**src/rtl/led_pwm_trail.sv**
```systemverilog
// led_pwm_trail: PWM-dimmed LED drive with optional fading trail (define LED_PWM_TRAIL_EN to enable decay)
module led_pwm_trail #(
  parameter int DECAY_DIV = 25000
) (
  input  logic       clk,
  input  logic       rs,
  input  logic [7:0] led_in,
  output logic [7:0] led_out
);
  logic [7:0][3:0] bright;
  logic [3:0] pwm_cnt;
  if (DECAY_DIV < 1 || DECAY_DIV > 65535) begin : g_bad_div
    $error("DECAY_DIV out of range 1..65535");
  end
`ifdef LED_PWM_TRAIL_EN
  localparam logic [15:0] LAST = 16'(DECAY_DIV - 1);
  logic [15:0] presc;
  logic decay_tick;
  assign decay_tick = presc == LAST;
  // free-running prescaler producing one decay step every DECAY_DIV cycles
  always_ff @(posedge clk) presc <= rs || decay_tick ? '0 : presc + 16'd1;
  // a lit input reloads full brightness; otherwise fade by one step per tick down to zero
  always_ff @(posedge clk)
    for (int i = 0; i < 8; i++)
      bright[i] <= rs ? 4'd0 : led_in[i] ? 4'd15 : decay_tick && bright[i] != 4'd0 ? bright[i] - 4'd1 : bright[i];
`else
  // no trail: brightness simply follows the input pattern
  always_ff @(posedge clk)
    for (int i = 0; i < 8; i++)
      bright[i] <= rs ? 4'd0 : led_in[i] ? 4'd15 : 4'd0;
`endif
  // 15-cycle PWM frame counter
  always_ff @(posedge clk) pwm_cnt <= rs || pwm_cnt == 4'd14 ? 4'd0 : pwm_cnt + 4'd1;
  // compare each brightness against the shared frame position
  always_ff @(posedge clk)
    for (int i = 0; i < 8; i++)
      led_out[i] <= !rs && bright[i] > pwm_cnt;
endmodule

```
**config.mk**
```make
export PLATFORM = sky130hd
export DESIGN_NAME = led_pwm_trail
export DESIGN_NICKNAME = d
export VERILOG_FILES = /design/src/rtl/led_pwm_trail.sv
export SDC_FILE = /design/constraint.sdc
export NUM_CORES = 1
export LEC_CHECK = 0
export CORE_MARGIN = 2
export CORE_UTILIZATION = 35
export DETAILED_ROUTE_END_ITERATION = 12
export HOLD_SLACK_MARGIN = 0.03
export PLACE_DENSITY = 0.61
export SYNTH_ARGS = -nofsm -noshare
export SYNTH_HDL_FRONTEND = slang
export SYNTH_SLANG_ARGS = --single-unit
```
**constraint.sdc**
```tcl
create_clock -name clk -period 1.2 [get_ports clk]
set_input_delay 0.24 -clock clk [delete_from_list [all_inputs] [get_ports clk]]
set_output_delay 0.24 -clock clk [all_outputs]
set_load 0.02 [all_outputs]
```
# Word level (Yosys, flattened, before mapping)
# Index checks and enable logic that the tools add are counted.
# word_totals
register_bits	44
in_bits	10
output_inout_bits	8
wordCells	38
# op_classes
n_addsub	1
order_cmp	8
n_eq_ne	1
n_mux	8
reduce_logical	10
# op_table
cell	n
$gt 4x4->1	8
$mux 4	8
$logic_and 1x1->1	8
$add 4x1->4 const B	1
$eq 4x4->1 const B	1
$logic_not 1->1	1
$logic_or 1x1->1	1

# Logic depth before layout (Yosys ltp)
# Gate-level depths: netlist of run 1.
# depth
ltp_word	2
ltp_mapped	5
mapped_depth_nobuf	5

# Worst setup path after synthesis of run 1
# OpenSTA, ideal clock, no wires.
# synth_path
path_kind	register -> register
startpoint	reg pwm_cnt[1]
endpoint	reg led_out[0]
setup_time_ns	0.121
t_arrival_ns	1.147
t_required_ns	1.079
setup_slack_ns	-0.069
path_stages_with_launch	6
n_path_buf	0
synth_period_minus_slack_ns	1.269
path_cell_list	dfxtp_1 inv_1 ha_1 nor2b_1 o211ai_1 a21oi_2
# synth_between
elab_chain_len	2
# synth_rtl
item	line	source
from (decl)	11	logic [3:0] pwm_cnt;
from (signal assigned)	33	always_ff @(posedge clk) pwm_cnt <= rs || pwm_cnt == 4'd14 ? 4'd0 : pwm_cnt + 4'd1;
$gt 4x4->1	37	led_out[i] <= !rs && bright[i] > pwm_cnt;
$logic_and 1x1->1	37	
to (signal, indexed assignment)	37	
to (decl)	8	output logic [7:0] led_out
# No other way between the ends.
# A chain may end at the register's enable or synchronous reset.

# Final worst setup path of run 1
# layout_path
startpoint	reg pwm_cnt[3]
endpoint	reg led_out[3]
# The elaborated chain is that of the path after synthesis.

==> run_results.csv, run 1 <==
group,metric,value,unit
hold_path,worst_hold_startpoint,"led_in[5]",
hold_path,holdPathStages,2,
placement,post-dp-hpwl,1982,µm
pwr,total_leakage_power,0.8091,nW
cells_and_area,commonest_cells_after_routing_fill_and_taps_aside,"sky130_fd_sc_hd__ha_1, sky130_fd_sc_hd__nor2b_1, sky130_fd_sc_hd__ha_4",
grt,grt_remaining_overflow,0,
synth,synth_top_cell_by_area,"sky130_fd_sc_hd__ha_1",
setup_path,rrSetupSlack,-0.11,ns
detailed_routing,detail_route.iter0.violations,27,
synth,synth_sequential_area_ratio,30.80,%
timing,report.final.slew_viol_count,0,
setup_path,reg2reg_from,"pwm_cnt[3]",
grt,antenna_found_initial,0,
timing,final.setup.worst_slack,-0.1099,ns
detailed_routing,post_drt_wl_per_cell,13.71,µm
setup_path,rr_endpoint,"led_out[3]",
clocking,cts.root.buffer_cell,"sky130_fd_sc_hd__clkbuf_8",
placement,dp_worst_setup_slack,-0.1576,ns
pwr,cellPowerDensity,1042,mW/mm²
floorplanning,floorplan.initialDensity,36.05,%
flow_run,drv.max_cap_violation_count,0,
detailed_routing,via_count,1073,
synth,netlist-cell-type-count,15,
cells_and_area,number_of_diodes_added_for_antenna_fixing,0,
setup_path,ff2ff_path_depth,4,
timing,max_freq,0.7634,GHz
cells_and_area,layout.core_utilization,54.96,%
detailed_routing,drt.antenna.violating_nets,0,
synth,post_synth.cell_area_avg,10.24,µm²
grt,first_global_vias,1104,
setup_path,cp.arrival,1.52,ns
cells_and_area,ff_latch_area,415.4,µm²
floorplanning,floorplan.die_area,0.004218,mm²
cells_and_area,mostFrequentLayoutCell,"sky130_fd_sc_hd__ha_1",
setup_path,critPathRequiredTime,1.41,ns
timing,timing.setup.tns,-0.6213,ns
grt,grt_start_max_net_pins,13,
synth,netlist_instances,127,
grt,globalRouteTotalUtil,15.25,%
placement,portBuffers,17,
clocking,cts-root-to-sink-buffers,2,
status,violations_in_the_final_reports,"setup timing",
clocking,worst_skew_pair.late_latency,0.27,ns
grt,grt_pass1_wl,4905,µm
timing,setup_viol,8,
cells_and_area,filler_cell_count,321,
timing,period_share,109.2,%
cells_and_area,area_delta_synth_final,52.45,%
hold_path,min-delay-path-class,"in -> reg",
floorplanning,placeableCoreArea,0.003606,mm²
synth,synth_warnings,0,
setup_path,crit_type,"reg -> reg",
floorplanning,die_height,64.95,µm
clocking,cts-buffers-inserted,3,
timing,clock_skew,0.004545,ns
clocking,worst_setup_hold_path_clk_slew,0.08,ns
cells_and_area,layout_cell_share_with_drive_strength_beyond_1,37.58,%
setup_path,worstPathMaxFanout,4,
synth,ys_ff_latch,20,
floorplanning,placementRows,22,
synth,synth_top_area_share,32.72,%
timing,max_slew.worst_pin.slew,0.2417,ns
floorplanning,die_x,64.95,µm
synth,netlist_top_cells_area,"sky130_fd_sc_hd__ha_1, sky130_fd_sc_hd__dfxtp_1, sky130_fd_sc_hd__nor2b_1, sky130_fd_sc_hd__a41o_1, sky130_fd_sc_hd__a21oi_2",
detailed_routing,drtPass1Iterations,4,
cells_and_area,finalNetCount,210,
floorplanning,ioPinCount,18,
status,status,"complete, but fails checks",
detailed_routing,per_cell_via_count_in_the_routed_design,5.038,
detailed_routing,routed_wirelength,2920,µm
synth,synth_nets,171,
placement,gp_congestion,0.6914,
cells_and_area,multiInputGateArea,0.001036,mm²
clocking,htreeDepth,1,
clocking,number_of_buffers_added_to_fix_hold_violations_after_cts,0,
setup_path,critical_path.startpoint_type,"register",
setup_path,setup.worst_path.end_class,"register",
timing,rsz_0062_raised_after_global_routing,"true",
synth,synth.cell_area,0.001300,mm²
pwr,vdd_ir_drop_max,0.4530,mV
hold_path,worst_hold_endpoint,"bright[22]",
detailed_routing,drt_drc_violations_left,0,
timing,hold_violations,0,
clocking,cts_tree,"yes",
timing,fin_hold_ws,0.5077,ns
timing,relSlewSlack,83.87,%
clocking,clock-sinks,20,
timing,final.min_clock_period,1.310,ns
==> how the worst max path moves through the flow <==
| stage | endpoint | slack (ns) | cells past startpoint | startpoint |
|---|---|---|---|---|
| 2_1_floorplan | led_out[0] | 0.03 | 5 | pwm_cnt[1] |
| 3_3_place_gp | led_out[5] | -0.12 | 4 | pwm_cnt[2] |
| 5_1_grt | led_out[6] | -0.15 | 5 | pwm_cnt[2] |
| 6_report | led_out[3] | -0.11 | 4 | pwm_cnt[3] |
| 3_5_place_dp | led_out[2] | -0.16 | 4 | pwm_cnt[3] |
| 4_1_cts | led_out[2] | -0.13 | 4 | pwm_cnt[3] |
==> sequential cells by signal, summed over array words and instances, names as in the netlist <==
name     count
pwm_cnt      4
led_out      8
bright       8
==> Yosys cell counts (all sizes together) <==
master / n
a21oi: 19
o21ai: 1
o211ai: 8
buf: 2
a41o: 8
nand2: 2
inv: 12
nand3b: 1
ha: 34
nand4: 1
o21bai: 1
nor2b: 16
dfxtp: 20
nor2: 2
==> critical path, cell delays in order, from the launching register on <==
cell and delay [ns]:
sky130_fd_sc_hd__dfxtp_4 0.39, sky130_fd_sc_hd__clkinvlp_4 0.15, sky130_fd_sc_hd__ha_1 0.34, sky130_fd_sc_hd__a41o_1 0.27, sky130_fd_sc_hd__a21oi_2 0.10
==> layer usage <==
layer  wire length (µm)  GRT usage, %  vias up
li1                   -             -      546
met1               1286         17.22      506
met4                 61         7.181        0
met5                  0             0        -
met3                 77         2.431        5
met2               1495         27.71       16
==> report_power, final <==
| group | total (mW) | switching (mW) | leakage [nW] | internal (mW) |
|---|---|---|---|---|
| combinational | 0.600 | 0.287 | 0.604 | 0.312 |
| sequential | 0.766 | 0.0448 | 0.169 | 0.721 |
| clock | 0.700 | 0.254 | 0.0357 | 0.446 |
==> what timing repair did <==
action                                  CTS  global route
buffers inserted                          3             6
endpoints found under the setup margin   17            11
gates resized for setup                  31            21
cloned                                    2             0
pin swaps                                 4            11
==> cell families (layout without fill, tap and decap cells) <==
logic type / after synthesis / in the layout / synth area share, %
AOI/OAI and AO/OA: 37 / 37 / 21.37
adders and majority gates: 34 / 34 / 32.72
and+or+nand+nor: 22 / 22 / 9.915
DFF: 20 / 20 / 30.80
buffers and inverters: 14 / 52 / 5.197
==> per-stage QoR <==
step                      power, mW  std cells  instance area (µm²)
after floorplan               1.110        127                 1301
after global placement        1.265        199                 1577
after detailed placement      1.304        199                 1577
after CTS                     2.030        208                 1794
after global routing          2.205        213                 1982
final                         2.066        213                 1982
==> final cells by class <==
type | count | area share [%]
inverter | 12 | 2.904
clock inverter | 1 | 1.515
timing repair buffer | 34 | 16.48
clock buffer | 3 | 2.083
timing repair inverter | 2 | 0.7576
multi-input combinational | 93 | 52.27
tap | 48 | 3.030
sequential | 20 | 20.96
(Power assumes the default switching activity.)
==> run 2, diff against run 1 <==
--- a/config.mk
+++ b/config.mk
@@ -8,6 +8,7 @@
 export CORE_MARGIN = 2
 export CORE_UTILIZATION = 35
 export DETAILED_ROUTE_END_ITERATION = 12
+export GPL_TIMING_DRIVEN = 1
 export HOLD_SLACK_MARGIN = 0.03
 export PLACE_DENSITY = 0.61
 export SYNTH_ARGS = -nofsm -noshare
==> results of run 2 <==
The final DEF is identical to that of run 1; final timing and power are the same.
==> run 3, diff against run 2 <==
--- a/config.mk
+++ b/config.mk
@@ -6,11 +6,11 @@
 export NUM_CORES = 1
 export LEC_CHECK = 0
 export CORE_MARGIN = 2
-export CORE_UTILIZATION = 35
+export CORE_UTILIZATION = 48
 export DETAILED_ROUTE_END_ITERATION = 12
 export GPL_TIMING_DRIVEN = 1
 export HOLD_SLACK_MARGIN = 0.03
-export PLACE_DENSITY = 0.61
+export PLACE_DENSITY = 0.78
 export SYNTH_ARGS = -nofsm -noshare
 export SYNTH_HDL_FRONTEND = slang
 export SYNTH_SLANG_ARGS = --single-unit
==> run_results.csv, run 3 (synthesis results as in run 1) <==
group,metric,value,unit
grt,globalRouteMet1Util,25.21,%
timing,setup_viol,8,
setup_path,worstPathMaxFanout,5,
pwr,total_leakage_power,0.7636,nW
cells_and_area,largestRegisters,"bright (8), led_out (8), pwm_cnt (4)",
floorplanning,die_height,56.04,µm
grt,grt_remaining_overflow,0,
floorplanning,die_x,56.04,µm
status,status,"complete, but fails checks",
clocking,cts-buffers-inserted,3,
detailed_routing,drt.antenna.violating_nets,0,
floorplanning,floorplan.initialDensity,51.54,%
timing,final.setup.worst_slack,-0.1274,ns
pwr,vdd_ir_drop_max,0.7546,mV
timing,rsz_0062_raised_after_global_routing,"true",
clocking,cts-root-to-sink-buffers,2,
pwr,post-layout-total-power,1.753,mW
setup_path,critical_path.startpoint_type,"register",
setup_path,cp.arrival,1.58,ns
timing,clock_skew,0.004457,ns
cells_and_area,mostFrequentLayoutCell,"sky130_fd_sc_hd__ha_1",
pwr,cellPowerDensity,942.0,mW/mm²
grt,globalRouteTotalUtil,21.57,%
clocking,worst_setup_hold_path_clk_slew,0.12,ns
detailed_routing,post_drt_wl_per_cell,16.77,µm
hold_path,min-delay-path-class,"in -> reg",
timing,fin_hold_ws,0.4741,ns
clocking,htreeDepth,1,
grt,groute.layer.met3.usage,3.488,%
timing,hold_violations,0,
grt,grt_pass1_wl,5319,µm
grt,grt.busiest_layer,"met2",
detailed_routing,detail_route.iter0.violations,18,
setup_path,setup.worst_path.end_class,"register",
placement,portBuffers,17,
timing,report.final.slew_viol_count,0,
clocking,clock-sinks,20,
cells_and_area,commonest_cells_after_routing_fill_and_taps_aside,"sky130_fd_sc_hd__ha_1, sky130_fd_sc_hd__nor2b_1, sky130_fd_sc_hd__ha_4",
detailed_routing,drtPass1Iterations,4,
timing,max_slew.worst_pin.slew,0.2927,ns
grt,grt_start_max_net_pins,11,
timing,period_share,110.6,%
placement,detailed_place.area,0.001546,mm²
detailed_routing,via_count,1076,
grt,first_global_vias,1195,
cells_and_area,filler_cell_count,169,
placement,dp_worst_setup_slack,-0.1645,ns
floorplanning,floorplan.die_area,0.003140,mm²
timing,final.min_clock_period,1.327,ns
cells_and_area,layout_cell_share_with_drive_strength_beyond_1,35.80,%
placement,gp_congestion,0.6555,
grt,global_route.usage.met2,38.82,%
detailed_routing,routed_wirelength,3220,µm
cells_and_area,postLayoutCellArea,0.001861,mm²
setup_path,critPathRequiredTime,1.45,ns
clocking,cts.root.buffer_cell,"sky130_fd_sc_hd__clkbuf_4",
placement,post-dp-hpwl,1874,µm
detailed_routing,per_cell_via_count_in_the_routed_design,5.604,
floorplanning,ioPinCount,18,
grt,antenna_found_initial,0,
clocking,worst_skew_pair.late_latency,0.30,ns
detailed_routing,drt_drc_violations_left,0,
status,violations_in_the_final_reports,"setup timing",
clocking,cts_tree,"yes",
cells_and_area,number_of_diodes_added_for_antenna_fixing,0,
timing,max_freq,0.7534,GHz
clocking,number_of_buffers_added_to_fix_hold_violations_after_cts,0,
floorplanning,placeableCoreArea,0.002522,mm²
setup_path,crit_type,"reg -> reg",
cells_and_area,finalNetCount,208,
flow_run,drv.max_cap_violation_count,0,
floorplanning,placementRows,18,
timing,relSlewSlack,80.40,%
cells_and_area,area_delta_synth_final,43.12,%
run 3: final timing paths:
check / startpoint / end / depth (start not counted) / slack [ns]
max: pwm_cnt[2] / led_out[4] / 5 / -0.13
min: led_in[1] / bright[6] / 2 / 0.47
max reg2reg: pwm_cnt[2] / led_out[4] / 5 / -0.13
min reg2reg: pwm_cnt[0] / pwm_cnt[0] / 2 / 0.59
run 3: where the power goes:
part           internal, mW  total [mW]  switching [mW]  leakage (nW)
sequential            0.724       0.773          0.0485         0.169
combinational         0.336       0.650           0.314         0.581
clock                 0.117       0.330           0.213        0.0138
run 3: final cells by class:
| class | count | area (µm²) | area share [%] |
|---|---|---|---|
| inverter | 12 | 56.30 | 3.026 |
| clock buffer | 3 | 22.52 | 1.210 |
| timing repair buffer | 33 | 320.3 | 17.22 |
| sequential | 20 | 415.4 | 22.33 |
| multi-input combinational | 93 | 1001 | 53.80 |
| timing repair inverter | 1 | 7.507 | 0.4035 |
| tap | 30 | 37.54 | 2.017 |
run 3: critical path: stages (launching register included):
cell                         delay, ns
sky130_fd_sc_hd__dfxtp_4          0.39
sky130_fd_sc_hd__clkinvlp_4       0.17
sky130_fd_sc_hd__buf_12           0.18
sky130_fd_sc_hd__ha_4             0.23
sky130_fd_sc_hd__a41o_1           0.20
sky130_fd_sc_hd__a21oi_2          0.11
run 3: per-stage QoR:
step	TNS (ns)	utilization, %	cells
after floorplan	0	-	127
final	-0.7458	73.76	192
after global routing	-1.108	73.76	192
after detailed placement	-1.076	61.31	180
after CTS	-0.6508	71.08	190
after global placement	-0.8193	61.31	180
run 3: layer usage:
metal	wire length, µm	part of all wire, %
met1	1387	43
met3	87	2.7
met5	0	0
met2	1724	54
met4	21	0.65
run 3: repair_timing:
| action | CTS | global route |
|---|---|---|
| resized for setup | 32 | 22 |
| endpoints found under the setup margin | 17 | 20 |
| cloned | 1 | 1 |
| buffers inserted | 6 | 1 |
| pin swaps | 12 | 8 |
